**src/rtl/main_control_fsm.sv**
```systemverilog
// Multicycle MIPS main control unit: a registered state sequencing fetch, decode,
// memory, ALU, branch and jump steps, with datapath controls decoded from the state.
module main_control_fsm (
  input  logic       clk,
  input  logic       reset,
  input  logic [5:0] opcode,
  input  logic       zero,
  input  logic       mem_ready,
  output logic       pc_en,
  output logic       iord,
  output logic       mem_read,
  output logic       mem_write,
  output logic       ir_write,
  output logic       mem_to_reg,
  output logic       reg_dst,
  output logic       reg_write,
  output logic       alu_src_a,
  output logic [1:0] alu_src_b,
  output logic [1:0] alu_op,
  output logic [1:0] pc_src,
  output logic [3:0] state,
  output logic       illegal
);

  typedef enum logic [3:0] {
    S_FETCH  = 4'd0,
    S_DECODE = 4'd1,
    S_MEMADR = 4'd2,
    S_MEMRD  = 4'd3,
    S_MEMWB  = 4'd4,
    S_MEMWR  = 4'd5,
    S_EXEC   = 4'd6,
    S_ALUWB  = 4'd7,
    S_BRANCH = 4'd8,
    S_ADDIEX = 4'd9,
    S_ADDIWB = 4'd10,
    S_JUMP   = 4'd11
  } state_t;

  localparam logic [5:0] OP_RTYPE = 6'b000000;
  localparam logic [5:0] OP_LW    = 6'b100011;
  localparam logic [5:0] OP_SW    = 6'b101011;
  localparam logic [5:0] OP_BEQ   = 6'b000100;
  localparam logic [5:0] OP_ADDI  = 6'b001000;
  localparam logic [5:0] OP_J     = 6'b000010;

  localparam logic [1:0] ALU_ADD   = 2'b00;
  localparam logic [1:0] ALU_SUB   = 2'b01;
  localparam logic [1:0] ALU_FUNCT = 2'b10;

  localparam logic [1:0] SRCB_REG  = 2'b00;
  localparam logic [1:0] SRCB_FOUR = 2'b01;
  localparam logic [1:0] SRCB_IMM  = 2'b10;
  localparam logic [1:0] SRCB_BOFF = 2'b11;

  localparam logic [1:0] PC_ALU    = 2'b00;
  localparam logic [1:0] PC_TARGET = 2'b01;
  localparam logic [1:0] PC_JUMP   = 2'b10;

  typedef struct packed {
    logic       pc_en;
    logic       iord;
    logic       mem_read;
    logic       mem_write;
    logic       ir_write;
    logic       mem_to_reg;
    logic       reg_dst;
    logic       reg_write;
    logic       alu_src_a;
    logic [1:0] alu_src_b;
    logic [1:0] alu_op;
    logic [1:0] pc_src;
    logic       illegal;
  } ctl_t;

  state_t state_q;
  state_t state_d;
  ctl_t   ctl;

  function automatic logic known_op(input logic [5:0] op);
    case (op)
      OP_RTYPE, OP_LW, OP_SW, OP_BEQ, OP_ADDI, OP_J: return 1'b1;
      default:                                       return 1'b0;
    endcase
  endfunction

  // NOTE: asynchronous reset in the sensitivity list, and <= for every registered
  // assignment so all flops sample their inputs from the same edge.
  always_ff @(posedge clk or posedge reset) begin
    if (reset) state_q <= S_FETCH;
    else       state_q <= state_d;
  end

  // NOTE: every always_comb output gets a default first so no path infers a latch.
  always_comb begin
    state_d = S_FETCH;
    case (state_q)
      S_FETCH:  state_d = mem_ready ? S_DECODE : S_FETCH;
      S_DECODE: begin
        case (opcode)
          OP_LW, OP_SW: state_d = S_MEMADR;
          OP_RTYPE:     state_d = S_EXEC;
          OP_BEQ:       state_d = S_BRANCH;
          OP_ADDI:      state_d = S_ADDIEX;
          OP_J:         state_d = S_JUMP;
          default:      state_d = S_FETCH;
        endcase
      end
      // The IR still holds the instruction, so lw/sw is re-resolved here.
      S_MEMADR: begin
        if      (opcode == OP_LW) state_d = S_MEMRD;
        else if (opcode == OP_SW) state_d = S_MEMWR;
        else                      state_d = S_FETCH;
      end
      S_MEMRD:  state_d = mem_ready ? S_MEMWB : S_MEMRD;
      S_MEMWR:  state_d = mem_ready ? S_FETCH : S_MEMWR;
      S_EXEC:   state_d = S_ALUWB;
      S_ADDIEX: state_d = S_ADDIWB;
      default:  state_d = S_FETCH;
    endcase
  end

  always_comb begin
    ctl = '0;
    case (state_q)
      S_FETCH: begin
        ctl.mem_read  = 1'b1;
        ctl.alu_src_b = SRCB_FOUR;
        ctl.alu_op    = ALU_ADD;
        ctl.pc_src    = PC_ALU;
        ctl.ir_write  = mem_ready;
        ctl.pc_en     = mem_ready;
      end
      S_DECODE: begin
        ctl.alu_src_b = SRCB_BOFF;
        ctl.alu_op    = ALU_ADD;
        ctl.illegal   = ~known_op(opcode);
      end
      S_MEMADR, S_ADDIEX: begin
        ctl.alu_src_a = 1'b1;
        ctl.alu_src_b = SRCB_IMM;
        ctl.alu_op    = ALU_ADD;
      end
      S_MEMRD: begin
        ctl.mem_read = 1'b1;
        ctl.iord     = 1'b1;
      end
      S_MEMWB: begin
        ctl.reg_write  = 1'b1;
        ctl.mem_to_reg = 1'b1;
      end
      S_MEMWR: begin
        ctl.mem_write = 1'b1;
        ctl.iord      = 1'b1;
      end
      S_EXEC: begin
        ctl.alu_src_a = 1'b1;
        ctl.alu_src_b = SRCB_REG;
        ctl.alu_op    = ALU_FUNCT;
      end
      S_ALUWB: begin
        ctl.reg_write = 1'b1;
        ctl.reg_dst   = 1'b1;
      end
      S_BRANCH: begin
        ctl.alu_src_a = 1'b1;
        ctl.alu_src_b = SRCB_REG;
        ctl.alu_op    = ALU_SUB;
        ctl.pc_src    = PC_TARGET;
        ctl.pc_en     = zero;
      end
      S_ADDIWB:  ctl.reg_write = 1'b1;
      S_JUMP: begin
        ctl.pc_src = PC_JUMP;
        ctl.pc_en  = 1'b1;
      end
      default: ctl = '0;
    endcase
  end

  // Enables are gated by reset directly so an abort takes effect without a clock.
  assign pc_en      = ctl.pc_en     & ~reset;
  assign ir_write   = ctl.ir_write  & ~reset;
  assign reg_write  = ctl.reg_write & ~reset;
  assign mem_write  = ctl.mem_write & ~reset;
  assign mem_read   = ctl.mem_read  & ~reset;
  assign illegal    = ctl.illegal   & ~reset;
  assign iord       = ctl.iord;
  assign mem_to_reg = ctl.mem_to_reg;
  assign reg_dst    = ctl.reg_dst;
  assign alu_src_a  = ctl.alu_src_a;
  assign alu_src_b  = ctl.alu_src_b;
  assign alu_op     = ctl.alu_op;
  assign pc_src     = ctl.pc_src;
  assign state      = state_q;

  mem_exclusive: assert property (@(posedge clk) disable iff (reset) !(mem_read && mem_write));

endmodule

```
**config.mk**
```make
export PLATFORM = sky130hd
export DESIGN_NAME = main_control_fsm
export DESIGN_NICKNAME = d
export VERILOG_FILES = /design/src/rtl/main_control_fsm.sv
export SDC_FILE = /design/constraint.sdc
export NUM_CORES = 1
export LEC_CHECK = 0
export ABC_AREA = 1
export CORE_MARGIN = 3
export CORE_UTILIZATION = 40
export DETAILED_ROUTE_END_ITERATION = 8
export MAX_ROUTING_LAYER = met4
export PLACE_DENSITY = 0.82
export SYNTH_ARGS = -nofsm -noshare
export SYNTH_HDL_FRONTEND = slang
export SYNTH_SLANG_ARGS = --single-unit
```
**constraint.sdc**
```tcl
create_clock -name clk -period 3.5 [get_ports clk]
set_input_delay 0.7 -clock clk [delete_from_list [all_inputs] [get_ports clk]]
set_output_delay 0.7 -clock clk [all_outputs]
set_load 0.02 [all_outputs]
```
# == Yosys cells after proc, flatten, opt, wreduce, memory -nomap -nowiden ==
# Index checks and enable logic that the tools add are counted.
# classes
reduce_logical,9
eq_ne,16
n_bitwise,8
mux,21
# ops
op,n
$pmux W4 S5,2
$pmux W4 S7,1
$eq A4 B3 Y1 const B,4
$eq A4 B4 Y1 const B,4
$eq A6 B6 Y1 const B,2
$mux W1,12
$mux W3,4
$eq A4 B2 Y1 const B,2
$reduce_or A2 Y1,4
$and A1 B1 Y1,6
$eq A6 B2 Y1 const B,1
$eq A6 B3 Y1 const B,1
$eq A6 B4 Y1 const B,1
$logic_not A6 Y1,1
$reduce_or A6 Y1,1
$eq A4 B1 Y1 const B,1
$logic_not A4 Y1,1
$pmux W2 S2,1
$reduce_or A4 Y1,1
$pmux W1 S3,1
$reduce_or A3 Y1,1
$not A1 Y1,2
# word_totals
elab_cells,55
register_bits,4
inputBits,10
out_inout_bits,20

# == Longest topological paths before layout ==
# depth
ltp_word,7
ltp_mapped,8
depth_no_buf,8

# == Least setup slack after synthesis ==
# No wires, ideal clock.
# synth_path
path_kind,input to output
from,in opcode[1]
to,out illegal
required_ps,2800
arrival_time_ps,1341
cell_stages,7
slack_ps,1459
path_buffers,0
path_cell_list,nand2_1 > inv_1 > nand3_1 > nand2_1 > inv_1 > nand3_1 > nor2_1
# synth_via
elab_chain_cells,7
elab_cells_between_ends,12
classes_between,5 x eq/ne; 3 x mux; 2 x bitwise; 2 x reduce/logical
# synth_lines
element,line_no,rtl
start: declaration,6,"input logic [5:0] opcode,"
"$eq A6 B6 Y1, or another cell as far along",81,case (op)
$reduce_or A6 Y1 (*),81,
$mux W1 (*),81,
$mux W1 (*),125,case (state_q)
$not A1 Y1 (*),137,ctl.illegal = ~known_op(opcode);
$mux W1 (*),125,
$and A1 B1 Y1 (*),187,assign illegal = ctl.illegal & ~reset;
end: declaration,22,output logic illegal
# Every way passes the cells marked *; elsewhere a longest branch is shown, timed or not. The select of a mux whose other input is x is not followed.

# == Final worst setup path ==
# layout_path
from,in opcode[2]
to,out illegal
# The elaborated chain is that of the path after synthesis.

==> out/results.ini <==
[run_status]
outcome = finished clean

[timing]
fmax_mhz = 334
finClkSkew_ps = 0.692
rsz0062_at_grt = false
drv_slew = 0
worst_pin_slew_ps = 280
maxSlewHeadroom_pct = 81.2
finalSetupViolCount = 0
hold_viol_final = 0
timing.final.crit_share_pct = 85.6
final.setup.worst_slack_ps = 503
setup_tns_ps = 0
period_minus_slack_ps = 3000

[worst_setup_path]
critPathBufInv = 3
setup.worst_path.end = illegal
crit_chain = clkdlybuf4s50_1 -> nor2_1 -> nand3_1 -> nand2_1 -> inv_1 -> nand3_1 -> nor2_1 -> clkdlybuf4s50_1
reg2reg_depth = 5
cp_top_family = buffers and inverters
crit_type = in2out
r2r-start = state[3]$_DFF_PP0_
path_depth = 8
cp-start-kind = input pin
max_stage_delay_ps = 610
critPathArrivalTime_ps = 2300
endpoint_kind = output port
r2r_end = state[1]$_DFF_PP0_
critPathRequiredTime_ps = 2800
cp_max_fo = 4
reg2reg_slack_ps = 2280
slowest_stage = clkdlybuf4s50_1
crit_start = opcode[2]

[drt]
drt-initial-drc-count = 9
vias = 726
viasPerCell = 4.97
drc = 0
ant_nets = 0
dr.pass1.iters = 4
wl_per_cell_um = 10.4
wl_mm = 1.52

[yosys]
postSynthCellCount = 100
syn_nets = 110
synth_top_area_share_pct = 18.2
synth-seq-area-share_pct = 18.2
ys_ff_latch = 4
syn_area_per_cell_um2 = 5.51
synth_area_leaders = dfrtp_1 (18%), nand2_1 (17%), inv_1 (14%)
ys.warnings.count = 0
netlist_area_um2 = 551
synth_top_area_cell = dfrtp_1
yosysUniqueCellTypes = 17

[floorplan]
dieArea_um2 = 1860
die_w_um = 43.1
die_h_um = 43.1
ios = 30
num_rows = 12
core_area_um2 = 1200
start_util_pct = 45.8

[pwr]
p_leak_nw = 0.487
power_density_nw_per_um2 = 249
p_clk_share_pct = 24.1
swShare_pct = 37.7
ir_drop_v = 0.000153
finalPower_w = 0.000219
combPwrFrac_pct = 50.4
p_int_w = 0.000136
p_seq_share_pct = 25.5
p_sw_w = 0.0000825

[clock_network]
postCtsHoldBufs = 0
post-cts-setup-buffers = 0
cts_buffer_depth = 2
cts_tree = done
htree_levels = 1
numCtsBuffers = 3
clock_tree.root_cell = clkbuf_4
clkTransAtPathRegs_ps = 30
cts_resized = 0
clock-sinks = 4
clock_latency_ps = 220

[final_layout]
fin_cells = 146
syn2layout_area_growth_pct = 60.0
fin_nets = 144
final_common_cell = clkdlybuf4s50_1
n_fill_cell = 109
final_area_um2 = 881
largest_reg_flops = 4
area.sequential_um2 = 100
layout_common_cells = clkdlybuf4s50_1 (29), nand2_1 (25), inv_1 (20)
drive_gt1_share_pct = 12.9
antennaDiodeCount = 0
multi_input_area_um2 = 364

[global_route]
grt_overflow = 0
grt_use_total_pct = 18.3
grt_pass1_wl_mm = 2.52
grt_max_degree = 8
antenna_found_initial = 0
grt_pass1_vias = 572

[min_path]
hp-class = reg2reg
min_path_cells = 4

[place]
gp_congestion = 0.887
post-dp-hpwl_mm = 1.37
placed_area_um2 = 858
dp.cells = 143
io_buffer_count = 29
dpl_worst_slack_ps = 496

[run]
max_cap_violations = 0

-- how the worst min path moves through the flow --
stage                                   from            endpoint  slack, ps
final                     state[0]$_DFF_PP0_  state[3]$_DFF_PP0_        740
after floorplan                        reset  state[0]$_DFF_PP0_        490
after CTS                 state[0]$_DFF_PP0_  state[3]$_DFF_PP0_        740
after detailed placement  state[0]$_DFF_PP0_  state[3]$_DFF_PP0_        730
after global routing      state[0]$_DFF_PP0_  state[3]$_DFF_PP0_        790
after global placement    state[0]$_DFF_PP0_  state[3]$_DFF_PP0_        720
-- per-stage QoR --
step / util, % / hold slack [ps]
4_1_cts: 73.3 / 735
5_1_grt: 73.3 / 785
3_5_place_dp: 71.5 / 729
2_1_floorplan: - / 490
6_report: 73.3 / 740
3_3_place_gp: 71.5 / 725
-- final cells by class --
type                       instances  share of cell area [%]
multi-input combinational         73                    41.3
tap                               14                    1.99
clock buffer                       3                    2.56
inverter                          23                    9.80
timing repair buffer              29                    33.0
sequential                         4                    11.4
-- synthesized netlist by cell type --
cell and n:
nand3_1 11, nand2_2 1, dfrtp_1 4, a211oi_1 1
inv_2 3, nor2_4 2, inv_1 20, o22ai_1 1
nand2_4 2, nand3b_1 1, nor2_1 14, o21ai_0 1
nand2_1 25, o21ai_1 1, nor2_2 6, nand4_1 6
a21oi_1 1
-- kinds of logic (layout without fill, tap and decap cells) --
kind of cell           Yosys count  in the layout  share of synthesized area [%]
AND/OR/NAND/NOR                 68             68                           60.9
flip-flops                       4              4                           18.2
buffers and inverters           23             55                           15.7
AO/OA/AOI/OAI                    5              5                           5.23
-- layer usage --
layer  up-vias  routed length, µm  global-route usage, %
li1        379                  -                      -
met1       326                661                   22.1
met2        21                755                   29.8
met3         0                103                   5.08
met4         0                  0                   4.22
met5         -                  0                      -
-- tightest hold or removal path: cells and delay by family (launching register included) --
family        cells  cell delay [ps]
buf+inv           1               50
flops             1              430
simple gates      3              210
-- power groups by stage --
stage | Sequential, W | Clock [W] | Combinational (W)
finish | 0.0000558 | 0.0000527 | 0.000110
global route | 0.0000568 | 0.0000599 | 0.000119
CTS | 0.0000557 | 0.0000539 | 0.000111
detailed placement | 0.0000562 | 0 | 0.000111
global placement | 0.0000561 | 0 | 0.000109
floorplan | 0.0000597 | 0 | 0.0000576
(Power assumes the default switching activity.)
